$ cat config.mk
export PLATFORM = sky130hd
export DESIGN_NAME = debounce
export DESIGN_NICKNAME = d
export VERILOG_FILES = /design/src/rtl/debounce_pkg.sv /design/src/rtl/debounce_ch.sv /design/src/rtl/debounce.sv
export SDC_FILE = /design/constraint.sdc
export NUM_CORES = 1
export LEC_CHECK = 0
export BUFFER_PORTS_ARGS = -buffer_cell sky130_fd_sc_hd__buf_2
export CAP_MARGIN = 20
export CELL_PAD_IN_SITES_DETAIL_PLACEMENT = 0
export CELL_PAD_IN_SITES_GLOBAL_PLACEMENT = 1
export CORE_ASPECT_RATIO = 0.8
export CORE_UTILIZATION = 42
export CTS_CLUSTER_SIZE = 24
export DETAILED_ROUTE_END_ITERATION = 6
export PLACE_DENSITY = 0.71
export SLEW_MARGIN = 20
export SYNTH_ARGS = -nofsm -noshare
export SYNTH_HDL_FRONTEND = slang
export SYNTH_SLANG_ARGS = --single-unit
$ cat constraint.sdc
create_clock -name clk_i -period 3.8 [get_ports clk_i]
set_input_delay 0.76 -clock clk_i [delete_from_list [all_inputs] [get_ports clk_i]]
set_output_delay 0.76 -clock clk_i [all_outputs]
set_load 0.01 [all_outputs]
$ cat src/rtl/debounce_pkg.sv
// Shared types and helpers for the per-bit debouncer.
// The optional DEBOUNCE_PULSE_EN build adds rise/fall pulse outputs.
package debounce_pkg;

  typedef enum logic {ST_IDLE, ST_CHECK} deb_state_e;

  // Counter width for a qualification window of n samples; never narrower than 1 bit.
  function automatic int deb_cnt_width(input int n);
    return ($clog2(n) < 1) ? 1 : $clog2(n);
  endfunction

endpackage

$ cat src/rtl/debounce_ch.sv
// Single-channel debouncer: qualifies a level change after StableCycles equal samples.
// DEBOUNCE_PULSE_EN adds registered one-cycle rise/fall pulses.
module debounce_ch
  import debounce_pkg::*;
#(
  parameter int   StableCycles = 1000,
  parameter logic ResetVal     = 1'b0
) (
  input  logic clk_i,
  input  logic rst_i,
  input  logic data_i,
`ifdef DEBOUNCE_PULSE_EN
  output logic rise_o,
  output logic fall_o,
`endif
  output logic level_o
);

  localparam int CntWidth = deb_cnt_width(StableCycles);
  localparam logic [CntWidth-1:0] CntZero = {CntWidth{1'b0}};
  localparam logic [CntWidth-1:0] CntOne  = {{(CntWidth-1){1'b0}}, 1'b1};
  localparam logic [CntWidth-1:0] CntLast = CntWidth'(StableCycles - 1);

  deb_state_e          state_r;
  logic [CntWidth-1:0] cnt_r;
  logic                level_r;
  logic                rise_r;
  logic                fall_r;

  // Channel FSM: count consecutive samples that differ from the current level.
  always_ff @(posedge clk_i or posedge rst_i) begin
    if (rst_i) begin
      state_r <= ST_IDLE;
      cnt_r   <= CntZero;
      level_r <= ResetVal;
      rise_r  <= 1'b0;
      fall_r  <= 1'b0;
    end else begin
      rise_r <= 1'b0;
      fall_r <= 1'b0;
      case (state_r)
        ST_IDLE: begin
          if (data_i != level_r) begin
            state_r <= ST_CHECK;
            cnt_r   <= CntOne;
          end else begin
            cnt_r <= CntZero;
          end
        end
        ST_CHECK: begin
          if (data_i == level_r) begin
            state_r <= ST_IDLE;
            cnt_r   <= CntZero;
          end else if (cnt_r == CntLast) begin
            // Last qualifying sample: accept the new level and flag the edge.
            level_r <= data_i;
            rise_r  <= data_i;
            fall_r  <= ~data_i;
            state_r <= ST_IDLE;
            cnt_r   <= CntZero;
          end else begin
            cnt_r <= cnt_r + CntOne;
          end
        end
        default: begin
          state_r <= ST_IDLE;
          cnt_r   <= CntZero;
        end
      endcase
    end
  end

  assign level_o = level_r;
`ifdef DEBOUNCE_PULSE_EN
  assign rise_o  = rise_r;
  assign fall_o  = fall_r;
`endif

endmodule

$ cat src/rtl/debounce.sv
// Width-channel debouncer for synchronized slow inputs.
// Define DEBOUNCE_PULSE_EN to expose rise_o/fall_o edge pulses.
module debounce
  import debounce_pkg::*;
#(
  parameter int               Width        = 8,
  parameter int               StableCycles = 1000,
  parameter logic [Width-1:0] ResetVal     = {Width{1'b0}}
) (
  input  logic             clk_i,
  input  logic             rst_i,
  input  logic [Width-1:0] data_i,
`ifdef DEBOUNCE_PULSE_EN
  output logic [Width-1:0] rise_o,
  output logic [Width-1:0] fall_o,
`endif
  output logic [Width-1:0] level_o
);

  for (genvar k = 0; k < Width; k++) begin : g_ch
    debounce_ch #(
      .StableCycles (StableCycles),
      .ResetVal     (ResetVal[k])
    ) u_ch (
      .clk_i   (clk_i),
      .rst_i   (rst_i),
      .data_i  (data_i[k]),
`ifdef DEBOUNCE_PULSE_EN
      .rise_o  (rise_o[k]),
      .fall_o  (fall_o[k]),
`endif
      .level_o (level_o[k])
    );
  end

endmodule
### Yosys cells after proc, flatten, opt, wreduce, memory -nomap -nowiden

Cells that the tools add are included.

* register bits: 96
* bits in latches: 0
* bits in writable memories: 0
* memory bits (read-only): 0
* memories: 0

* add/sub/neg operators: 8
* multiply operators: 0
* div/mod/pow operators: 0
* order comparisons: 0
* eq/ne operators: 24
* shift-type cells: 0
* multiplexer cells: 64
* bitwise logic cells: 16
* reduce and logical (&&, ||, !) cells: 8

Operators with widths (number)
* 2-to-1 mux 10 bit: 16
* case mux 10 bit (2 select lines): 8
* adder 10 x 1 -> 10 bit, second input constant: 8
* equality test 10 bit, second input constant: 8
* 2-to-1 mux 1 bit: 32
* AND reduction 3 bit: 8
* inverter 1 bit: 16
* case mux 1 bit (2 select lines): 8
* equality test 1 bit: 8
* != test 1 bit: 8

### Depth between registers and ports, before layout

Gate-level depths: netlist (run 1).

* depth after elaboration: 4
* depth in mapped cells: 5
* depth with buffers taken out: 5

### Cells and area by module

From an unflattened synthesis (run 1), not the netlist that was laid out.

* cells, all modules: 456
* area total of the unflattened synthesis: 4874.7 µm²

By module, submodules not included
* debounce_ch: times used 8, cells each 57, area an instance 609.3 µm², seq. area each 300.3 µm²

### Worst setup path before layout (run 1)

OpenSTA, ideal clock, no wires.

* kind: reg2reg
* start point: register g_ch[1].u_ch.cnt_r[0]
* end point: register g_ch[1].u_ch.cnt_r[7]
* arrival time: 1.431 ns
* setup slack: 2.246 ns
* stages on the path, launching flop included: 6
* buffers on the path: 0
* clock period less this slack: 1.554 ns
* cells stage by stage: dfrtp_1 > ha_1 > nand2_1 > or3_4 > o21a_1 > o221a_1

* word-level cells in the longest chain between the ends: 4
* elaborated cells between the ends (all ways): 5
* those cells by class: add/sub: 1; eq/ne: 1; mux: 3

Ends and longest elaborated chain
* start: declaration: RTL line debounce_ch.sv:25 `logic [CntWidth-1:0] cnt_r;`
* start signal: assignment: RTL line debounce_ch.sv:34 `cnt_r <= CntZero;`
* start signal: assignment: RTL line debounce_ch.sv:45 `cnt_r <= CntOne;`
* start signal: assignment: RTL line debounce_ch.sv:47 `cnt_r <= CntZero;`
* adder 10 x 1 -> 10 bit or equality test 10 bit (tied branches): RTL line debounce_ch.sv:62, debounce_ch.sv:54
* 2-to-1 mux 10 bit (*): RTL line debounce_ch.sv:54 `end else if (cnt_r == CntLast) begin`
* 2-to-1 mux 10 bit (*): RTL line debounce_ch.sv:51 `if (data_i == level_r) begin`
* case mux 10 bit (2 select lines) (*): RTL line debounce_ch.sv:41 `case (state_r)`

Mark *: on every way between the ends. The rest lies on a longest branch, timed or not.
A chain may end at the register's enable or synchronous reset.

### Worst setup path in the final report (run 1)

* start point: register g_ch[7].u_ch.cnt_r[0]
* end point: register g_ch[7].u_ch.level_r

* word-level cells in the longest chain between the ends: 2

Ends and longest elaborated chain
* start: declaration: RTL line debounce_ch.sv:25
* start signal: assignment: RTL line debounce_ch.sv:34
* start signal: assignment: RTL line debounce_ch.sv:45
* start signal: assignment: RTL line debounce_ch.sv:47
* equality test 10 bit: RTL line debounce_ch.sv:54
* AND reduction 3 bit (no line)
* end signal: assignment: RTL line debounce_ch.sv:35 `level_r <= ResetVal;`
* end signal: assignment: RTL line debounce_ch.sv:56 `level_r <= data_i;`
* end: declaration: RTL line debounce_ch.sv:26 `logic level_r;`

No other way between the ends.

==> results of run 1 <==
-- metal layers --
layer	wire length [µm]	global-route usage (%)	vias up	share of wire, %
met5	0	0	-	0
met1	4270	22.7	1582	52
met4	82	5.13	0	1.0
met2	3580	23.6	30	44
li1	-	-	1734	-
met3	219	3.87	9	2.7
-- layout by cell type (no fill, tap or decap), drive strengths merged, types with 6 or more instances in the layout --
master / synthesis / routed
a21o: 14 / 14
a21oi: 33 / 33
a311oi: 6 / 6
a31oi: 12 / 12
and2: 8 / 8
and3: 8 / 8
and4: 9 / 9
buf: 8 / 19
clkbuf: 6 / 10
dfrtp: 96 / 96
ha: 8 / 8
inv: 19 / 19
mux2: 8 / 8
nand2: 26 / 26
nand3: 40 / 40
nand4: 12 / 12
nor2: 70 / 70
nor3: 11 / 11
o21ai: 7 / 7
o221a: 8 / 8
or3: 6 / 6
xnor2: 32 / 32
xor2: 24 / 24
-- power breakdown --
group / total, mW / switching, mW / leakage, nW / internal, mW
combinational: 0.153 / 0.0919 / 0.753 / 0.0616
sequential: 1.09 / 0.0363 / 1.29 / 1.06
clock: 0.943 / 0.369 / 0.156 / 0.574
total: 2.19 / 0.497 / 2.20 / 1.69
-- worst max-delay path, cell delays in order, from the launching register on --
cell and delay (ns):
dfrtp_1 0.38, ha_1 0.23, nand4b_1 0.15, nor2_1 0.41, nand3_1 0.15, mux2_2 0.29
-- sequential cells by signal, summed over array words and instances, names as in the netlist --
| register | count |
|---|---|
| g_ch.u_ch.cnt_r | 80 |
| g_ch.u_ch.level_o | 8 |
| g_ch.u_ch.state_r | 8 |
-- path summary, 6_finish.rpt --
path | to | slack, ns | cells past startpoint
worst min register to register | g_ch[4].u_ch.cnt_r[9] | 0.50 | 1
worst max-delay path | g_ch[7].u_ch.level_o | 2.08 | 5
worst min-delay path | g_ch[4].u_ch.cnt_r[9] | 0.50 | 1
worst max register to register | g_ch[7].u_ch.level_o | 2.08 | 5
min in group asynchronous | g_ch[7].u_ch.cnt_r[8] | 0.55 | 2
max in group asynchronous | g_ch[3].u_ch.cnt_r[7] | 2.48 | 3
-- final cells by class --
class,instances,area [µm²],share of cell area (%)
clock inverters,6,83.8,1.59
multi-input cells,352,2210,41.9
flip-flops and latches,96,2400,45.5
repair buffers,19,100,1.89
well taps,144,180,3.41
clock buffers,10,229,4.33
inverters,19,73.8,1.40
-- cell families (layout without fill, tap and decap cells) --
logic type / after synthesis / in the layout / synth area share (%)
buffers and inverters: 33 / 54 / 3.23
flip-flops: 96 / 96 / 50.4
XOR/XNOR: 56 / 56 / 10.3
AO/OA/AOI/OAI: 84 / 84 / 11.6
AND/OR/NAND/NOR: 196 / 196 / 20.5
multiplexers: 8 / 8 / 1.89
adder cells (fa/ha/maj): 8 / 8 / 2.10
==> impl_metrics.toml, run 1 <==
[run_status]
status = "complete, no violations"

[clock_network]
cts_tree = "built"
postCtsSetupBuffers = 0
cts_hold_buf = 0
clock_sinks = 96
cts_buffer_depth = 2
clk_pin_slew_worst_paths_ns = 0.06
cts_buffers = 9
cts_root_buffer = "clkbuf_16"
cts.repair.resized = 0
htree_levels = 3
insertion_delay_ns = 0.34

[routing]
routedWlPerCell_um = 12.6
routed_wl_um = 8150
via_count = 3355
viasPerCell = 5.19
dr.first_iter.drc_count = 153
drc_errors = 0
drtAntennaViolNets = 0
drt-pass1-iter-count = 4

[timing]
fmax_ghz = 0.582
setup_viol = 0
layout_setup_ws_ns = 2.08
fin_crit_ns = 1.72
report.final.slew_viol_count = 0
relSlewSlack_pct = 50.2
fin_tns_setup_ns = 0
min_period_over_period_pct = 45.2
worst_clock_skew_ns = 0.00535
hold_viol_final = 0
rsz0062_at_grt = "false"
tightest_slew_ns = 0.747
whs_ns = 0.495

[grt]
grt_pass1_wl_um = 15000
track_usage_pct = 15.9
grt_overflow_total = 0
grt_start_max_net_pins = 63
antenna_found_initial = 0
grt_pass1_vias = 3241

[placed_design]
dp_slack_ns = 2.04
place_hpwl_um = 5800
port_buffers = 17
place_area_um2 = 4970
dp.cells = 630
gp_congestion = 0.753

[finish]
fin_nets = 515
syn_to_final_growth_pct = 10.8
num-fill-cells = 1034
fin_util_pct = 48.1
instances_no_fill = 646
layout-drive-gt1-share_pct = 11.2
postLayoutCellArea_um2 = 5280
n_antenna_cell = 0

[synthesis]
synth_common_cells = "96 x dfrtp_1, 70 x nor2_1, 39 x nand3_1"
syn-cell-area_um2 = 4770
synth.distinct_cells = 34
async_reset_ff_share_pct = 100
synth_top_area_cell = "dfrtp_1"
synth_cells = 481
synth.avg_cell_area_um2 = 9.92
synthesis.nets = 499
ys_seq_area_share_pct = 50.4
ys_warn_count = 0
synth_most_common_cell = "dfrtp_1"
ys_ff_latch = 96
yosys-top-cells-area = "dfrtp_1 50%, xnor2_1 5.9%, nor2_1 5.5%, xor2_1 4.4%, nand3_1 4.1%"
synth-edff-count = 0
yosysTopAreaCellShare_pct = 50.4
ys.flop_type = "dfrtp_1"

[worst_setup_path]
crit_fanout = 6
startpoint_type = "register"
arrival_ns = 1.94
timing_worst_setup_path_type = "reg2reg"
r2r_start = "g_ch[7].u_ch.cnt_r[0]"
crit_start = "g_ch[7].u_ch.cnt_r[0]"
crit_required_ns = 4.02
cp-end-kind = "register"

[min_path]
hp-start = "g_ch[4].u_ch.cnt_r[9]"
hp-class = "reg2reg"

[job]
maxCapViolations = 0

[floorplan]
die_w_um = 121
coreArea_um2 = 11000
initial_utilization_pct = 43.5
die_h_um = 97.3
ios = 18
num_rows = 34
die_area_um2 = 11800

[power_and_ir_drop]
powerDensity_nw_per_um2 = 415
power_mw = 2.19
ir_drop_mv = 0.258
cellLeakagePower_nw = 2.20
No activity file was read; power rests on OpenSTA's default activity.
==> run 2: changes to the inputs <==
clock period = 1.6 ns   (was 3.8 ns; I/O delays follow)
==> impl_metrics.toml, run 2 (same netlist as run 1, synthesis figures left out) <==
[run_status]
status = "complete, no violations"

[placed_design]
dp_slack_ns = 0.0470
place_hpwl_um = 5670
port_buffers = 17
gp_congestion = 0.762
place_area_um2 = 5050
dp.cells = 639

[power_and_ir_drop]
cellLeakagePower_nw = 2.25
powerDensity_nw_per_um2 = 976
ir_drop_mv = 0.616
power_mw = 5.28

[finish]
n_antenna_cell = 0
layout-drive-gt1-share_pct = 14.3
multiInputGateArea_um2 = 2250
layout_common_cells = "95 x dfrtp_1, 70 x nor2_1, 39 x nand3_1"
num-fill-cells = 1028
ff_latch_area_um2 = 2400
final_common_cell = "dfrtp_1"
largest_reg_flops = 80
syn_to_final_growth_pct = 13.5
postLayoutCellArea_um2 = 5410
fin_nets = 525
instances_no_fill = 656
top_register = "g_ch.u_ch.cnt_r"
fin_util_pct = 49.3

[timing]
setup_viol = 0
relSlewSlack_pct = 66.2
min_period_over_period_pct = 95.1
tightest_slew_ns = 0.507
report.final.slew_viol_count = 0
hold_viol_final = 0
worst_clock_skew_ns = 0.00550
fin_tns_setup_ns = 0
fmax_ghz = 0.657
layout_setup_ws_ns = 0.0779
whs_ns = 0.104
fin_crit_ns = 1.52

[routing]
routed_wl_um = 8260
dr.first_iter.drc_count = 202
via_count = 3422
drt-pass1-iter-count = 5
drtAntennaViolNets = 0
viasPerCell = 5.22
drc_errors = 0
routedWlPerCell_um = 12.6

[clock_network]
clk_pin_slew_worst_paths_ns = 0.07
cts_root_buffer = "clkbuf_16"
cts_buffer_depth = 2
clock_sinks = 96
cts_buffers = 9
htree_levels = 3
insertion_delay_ns = 0.34
cts_tree = "built"

[worst_setup_path]
r2r-end = "g_ch[1].u_ch.cnt_r[7]"
arrival_ns = 1.75
crit_start = "g_ch[1].u_ch.cnt_r[1]"
crit_required_ns = 1.83
reg2reg_depth = 5
cp-end-kind = "register"
timing_worst_setup_path_type = "reg2reg"
startpoint_type = "register"
worst-r2r-setup-slack_ns = 0.08
crit_fanout = 4
r2r_start = "g_ch[1].u_ch.cnt_r[1]"

[grt]
grt_overflow_total = 0
antenna_found_initial = 0
track_usage_pct = 16.2
grt_pass1_vias = 3349
grt_pass1_wl_um = 15200
grt_start_max_net_pins = 97

[floorplan]
die_w_um = 121
initial_utilization_pct = 43.5
coreArea_um2 = 11000
die_h_um = 97.3
num_rows = 34
die_area_um2 = 11800
ios = 18

[job]
maxCapViolations = 0

[min_path]
hp-class = "in2async"
==> run 2: cell count changes in the layout (fill, tap and decap cells not counted), moves of 2 or more <==
cell	before	now
nor3_4	0	2
clkinv_4	1	3
ha_2	0	3
ha_1	8	5
buf_4	2	11
nor3_2	3	1
==> run 2: timing repair <==
| item | 4_1_cts | 5_1_grt |
|---|---|---|
| hold buffers | 0 | 0 |
| gates resized for setup | 0 | 8 |
| buffers inserted | 0 | 1 |
| setup endpoints to repair | 0 | 17 |
==> run 2: cell type report <==
cell class,count,share of cell area (%)
Timing Repair Buffer,29,3.47
Inverter,19,1.39
Multi-Input combinational cell,352,41.5
Clock buffer,9,4.16
Sequential cell,96,44.4
Tap cell,144,3.33
Clock inverter,7,1.78
==> run 2: worst max-delay path by stage <==
stage / endpoint / depth (start not counted)
after floorplan: g_ch[1].u_ch.cnt_r[7] / 5
after global placement: g_ch[1].u_ch.cnt_r[7] / 5
after detailed placement: g_ch[1].u_ch.cnt_r[7] / 5
after CTS: g_ch[1].u_ch.cnt_r[5] / 5
after global routing: g_ch[1].u_ch.level_o / 5
final: g_ch[1].u_ch.cnt_r[7] / 5
==> run 2: where the power goes <==
group | leakage, nW | switching, mW | internal, mW
clock network | 0.159 | 0.917 | 1.37
registers | 1.28 | 0.0838 | 2.51
logic | 0.802 | 0.232 | 0.168
==> run 2: worst max-delay path: stages (launching register included) <==
cell and delay, ns:
dfrtp_1 0.39, ha_2 0.20, nand2_1 0.07, or3_4 0.36, o21a_1 0.18, o221a_1 0.22
==> run 2: per-layer routing <==
layer | routed length [µm] | GRT usage, % | vias up | share of wire (%)
met4 | 93 | 4.65 | 0 | 1.1
met3 | 327 | 5.46 | 9 | 4.0
met1 | 4150 | 22.0 | 1627 | 50
li1 | - | - | 1749 | -
met2 | 3690 | 24.7 | 37 | 45
met5 | 0 | 0 | - | 0
==> run 3: changes to the inputs <==
ABC_AREA = 1   (was not set)
PLACE_DENSITY = 0.73   (was 0.71)
==> impl_metrics.toml, run 3 <==
[run_status]
status = "complete, no violations"

[finish]
top_register = "g_ch.u_ch.cnt_r"
largest_reg_flops = 80
final_common_cell = "nor2_1"
fin_util_pct = 49.5
syn_to_final_growth_pct = 12.4
layout-drive-gt1-share_pct = 13.2
n_antenna_cell = 0
layout_common_cells = "121 x nor2_1, 96 x dfrtp_1, 92 x nand2_1"
fin_nets = 628

[synthesis]
synth_common_cells = "121 x nor2_1, 96 x dfrtp_1, 92 x nand2_1"
yosysTopAreaCellShare_pct = 49.2
synth_top_area_cell = "dfrtp_1"
synth_most_common_cell = "nor2_1"
synth.avg_cell_area_um2 = 8.35
ys_ff_latch = 96
ys_warn_count = 0
synth_cells = 585
synthesis.nets = 603
async_reset_ff_share_pct = 100
ys_seq_area_share_pct = 49.2
synth.distinct_cells = 31
yosys-top-cells-area = "dfrtp_1 49%, nor2_1 9.3%, nand2_1 7.1%, nand3_1 5.9%, inv_1 5.8%"
syn-cell-area_um2 = 4890
synth-edff-count = 0
ys.flop_type = "dfrtp_1"

[floorplan]
die_w_um = 123
initial_utilization_pct = 44.0
coreArea_um2 = 11100
ios = 18
die_h_um = 98.5
num_rows = 34
die_area_um2 = 12100

[worst_setup_path]
reg2reg_depth = 6
crit_start = "g_ch[7].u_ch.cnt_r[0]"
crit_fanout = 8
cp-end-kind = "register"
worstPathCellList = "ha_1 -> nand2_1 -> nor2_1 -> nand3_2 -> nand2_2 -> nor2_1"
r2r_start = "g_ch[7].u_ch.cnt_r[0]"
slowest_stage = "dfrtp_1"
r2r-end = "g_ch[7].u_ch.cnt_r[7]"
startpoint_type = "register"
arrival_ns = 1.60
timing_worst_setup_path_type = "reg2reg"
max_stage_delay_ns = 0.39
crit_required_ns = 1.83
worst-r2r-setup-slack_ns = 0.23
path_common_cell = "nor2_1"

[timing]
worst_clock_skew_ns = 0.00700
layout_setup_ws_ns = 0.226
hold_viol_final = 0
fin_tns_setup_ns = 0
whs_ns = 0.199
fin_crit_ns = 1.37
rsz0062_at_grt = "false"
report.final.slew_viol_count = 0
min_period_over_period_pct = 85.9
tightest_slew_ns = 0.423
fmax_ghz = 0.728
setup_viol = 0
relSlewSlack_pct = 71.7

[grt]
grt_pass1_wl_um = 15100
grt_use_met2_pct = 23.9
grt_start_max_net_pins = 35
grt_pass1_vias = 3384
grtUsageMet3_pct = 5.61
use_met1_pct = 21.8
grt.busiest_layer = "met2"
antenna_found_initial = 0
track_usage_pct = 16.0
grt_overflow_total = 0

[placed_design]
dp_slack_ns = 0.226
port_buffers = 17
place_hpwl_um = 6020
gp_congestion = 0.750

[clock_network]
cts_buffers = 9
htree_levels = 3
insertion_delay_ns = 0.34
cts_root_buffer = "clkbuf_16"
cts_buffer_depth = 2
clk_pin_slew_worst_paths_ns = 0.06
cts_tree = "built"
clock_sinks = 96

[min_path]
hp-start = "data_i[7]"
hold_depth = 3
hp-class = "in2reg"
whs_endpoint = "g_ch[7].u_ch.level_o"

[job]
maxCapViolations = 0

[routing]
drc_errors = 0
via_count = 3601
dr.first_iter.drc_count = 156
routed_wl_um = 8240
drtAntennaViolNets = 0
drt-pass1-iter-count = 4
viasPerCell = 4.74
routedWlPerCell_um = 10.8

[power_and_ir_drop]
powerDensity_nw_per_um2 = 919
cellLeakagePower_nw = 2.49
ir_drop_mv = 0.688
run 3: area by class of cell:
class,instances,area (µm²)
Multi-Input combinational cell,402,2130
Timing Repair Buffer,22,163
Sequential cell,96,2400
Fill cell,1068,5610
Inverter,79,300
Tap cell,144,180
Clock buffer,14,284
Clock inverter,2,35.0
run 3: worst max path at each step:
stage | end | slack (ns) | cells after the start
after global placement | g_ch[7].u_ch.cnt_r[6] | 0.28 | 6
after detailed placement | g_ch[7].u_ch.cnt_r[7] | 0.23 | 6
after floorplan | g_ch[0].u_ch.cnt_r[0] | 0.15 | 1
after global routing | g_ch[6].u_ch.cnt_r[0] | 0.07 | 8
final | g_ch[7].u_ch.cnt_r[7] | 0.23 | 6
after CTS | g_ch[7].u_ch.cnt_r[6] | 0.22 | 6
run 3: through the flow:
stage / instance area (µm²) / power, mW / instances
CTS: 5490 / 5.15 / 759
global placement: 5160 / 2.84 / 742
finish: 5490 / 5.04 / 759
floorplan: 4890 / 2.76 / 585
global route: 5490 / 5.29 / 759
detailed placement: 5160 / 2.85 / 742
run 3: repair_timing:
action	4_1_cts	5_1_grt
setup buffers	0	0
endpoints found under the setup margin	0	0
resized for setup	0	0
hold buffers	1	0
endpoints found under the hold margin	13	0
run 3: kinds of logic after synthesis:
family | synth area share [%]
AO/OA/AOI/OAI | 4.74
XOR/XNOR | 6.09
adder cells (fa/ha/maj) | 2.05
buffers and inverters | 7.30
flip-flops | 49.2
AND/OR/NAND/NOR | 30.7
run 3: routing by layer:
layer | vias to the layer above | wire, µm
met1 | 1667 | 4300
li1 | 1890 | -
met4 | 0 | 104
met3 | 8 | 267
met2 | 36 | 3560
met5 | - | 0
run 3: critical path, delay by kind of cell, from the launching register on:
family / cells / cell delay (ns)
and+or+nand+nor: 5 / 0.64
adders and majority gates: 1 / 0.22
DFF: 1 / 0.39
run 3: power breakdown:
| part | internal (mW) | switching [mW] | total [mW] |
|---|---|---|---|
| registers | 2.48 | 0.0422 | 2.52 |
| clock network | 1.38 | 0.868 | 2.25 |
| logic | 0.104 | 0.172 | 0.276 |
| total | 3.96 | 1.08 | 5.04 |
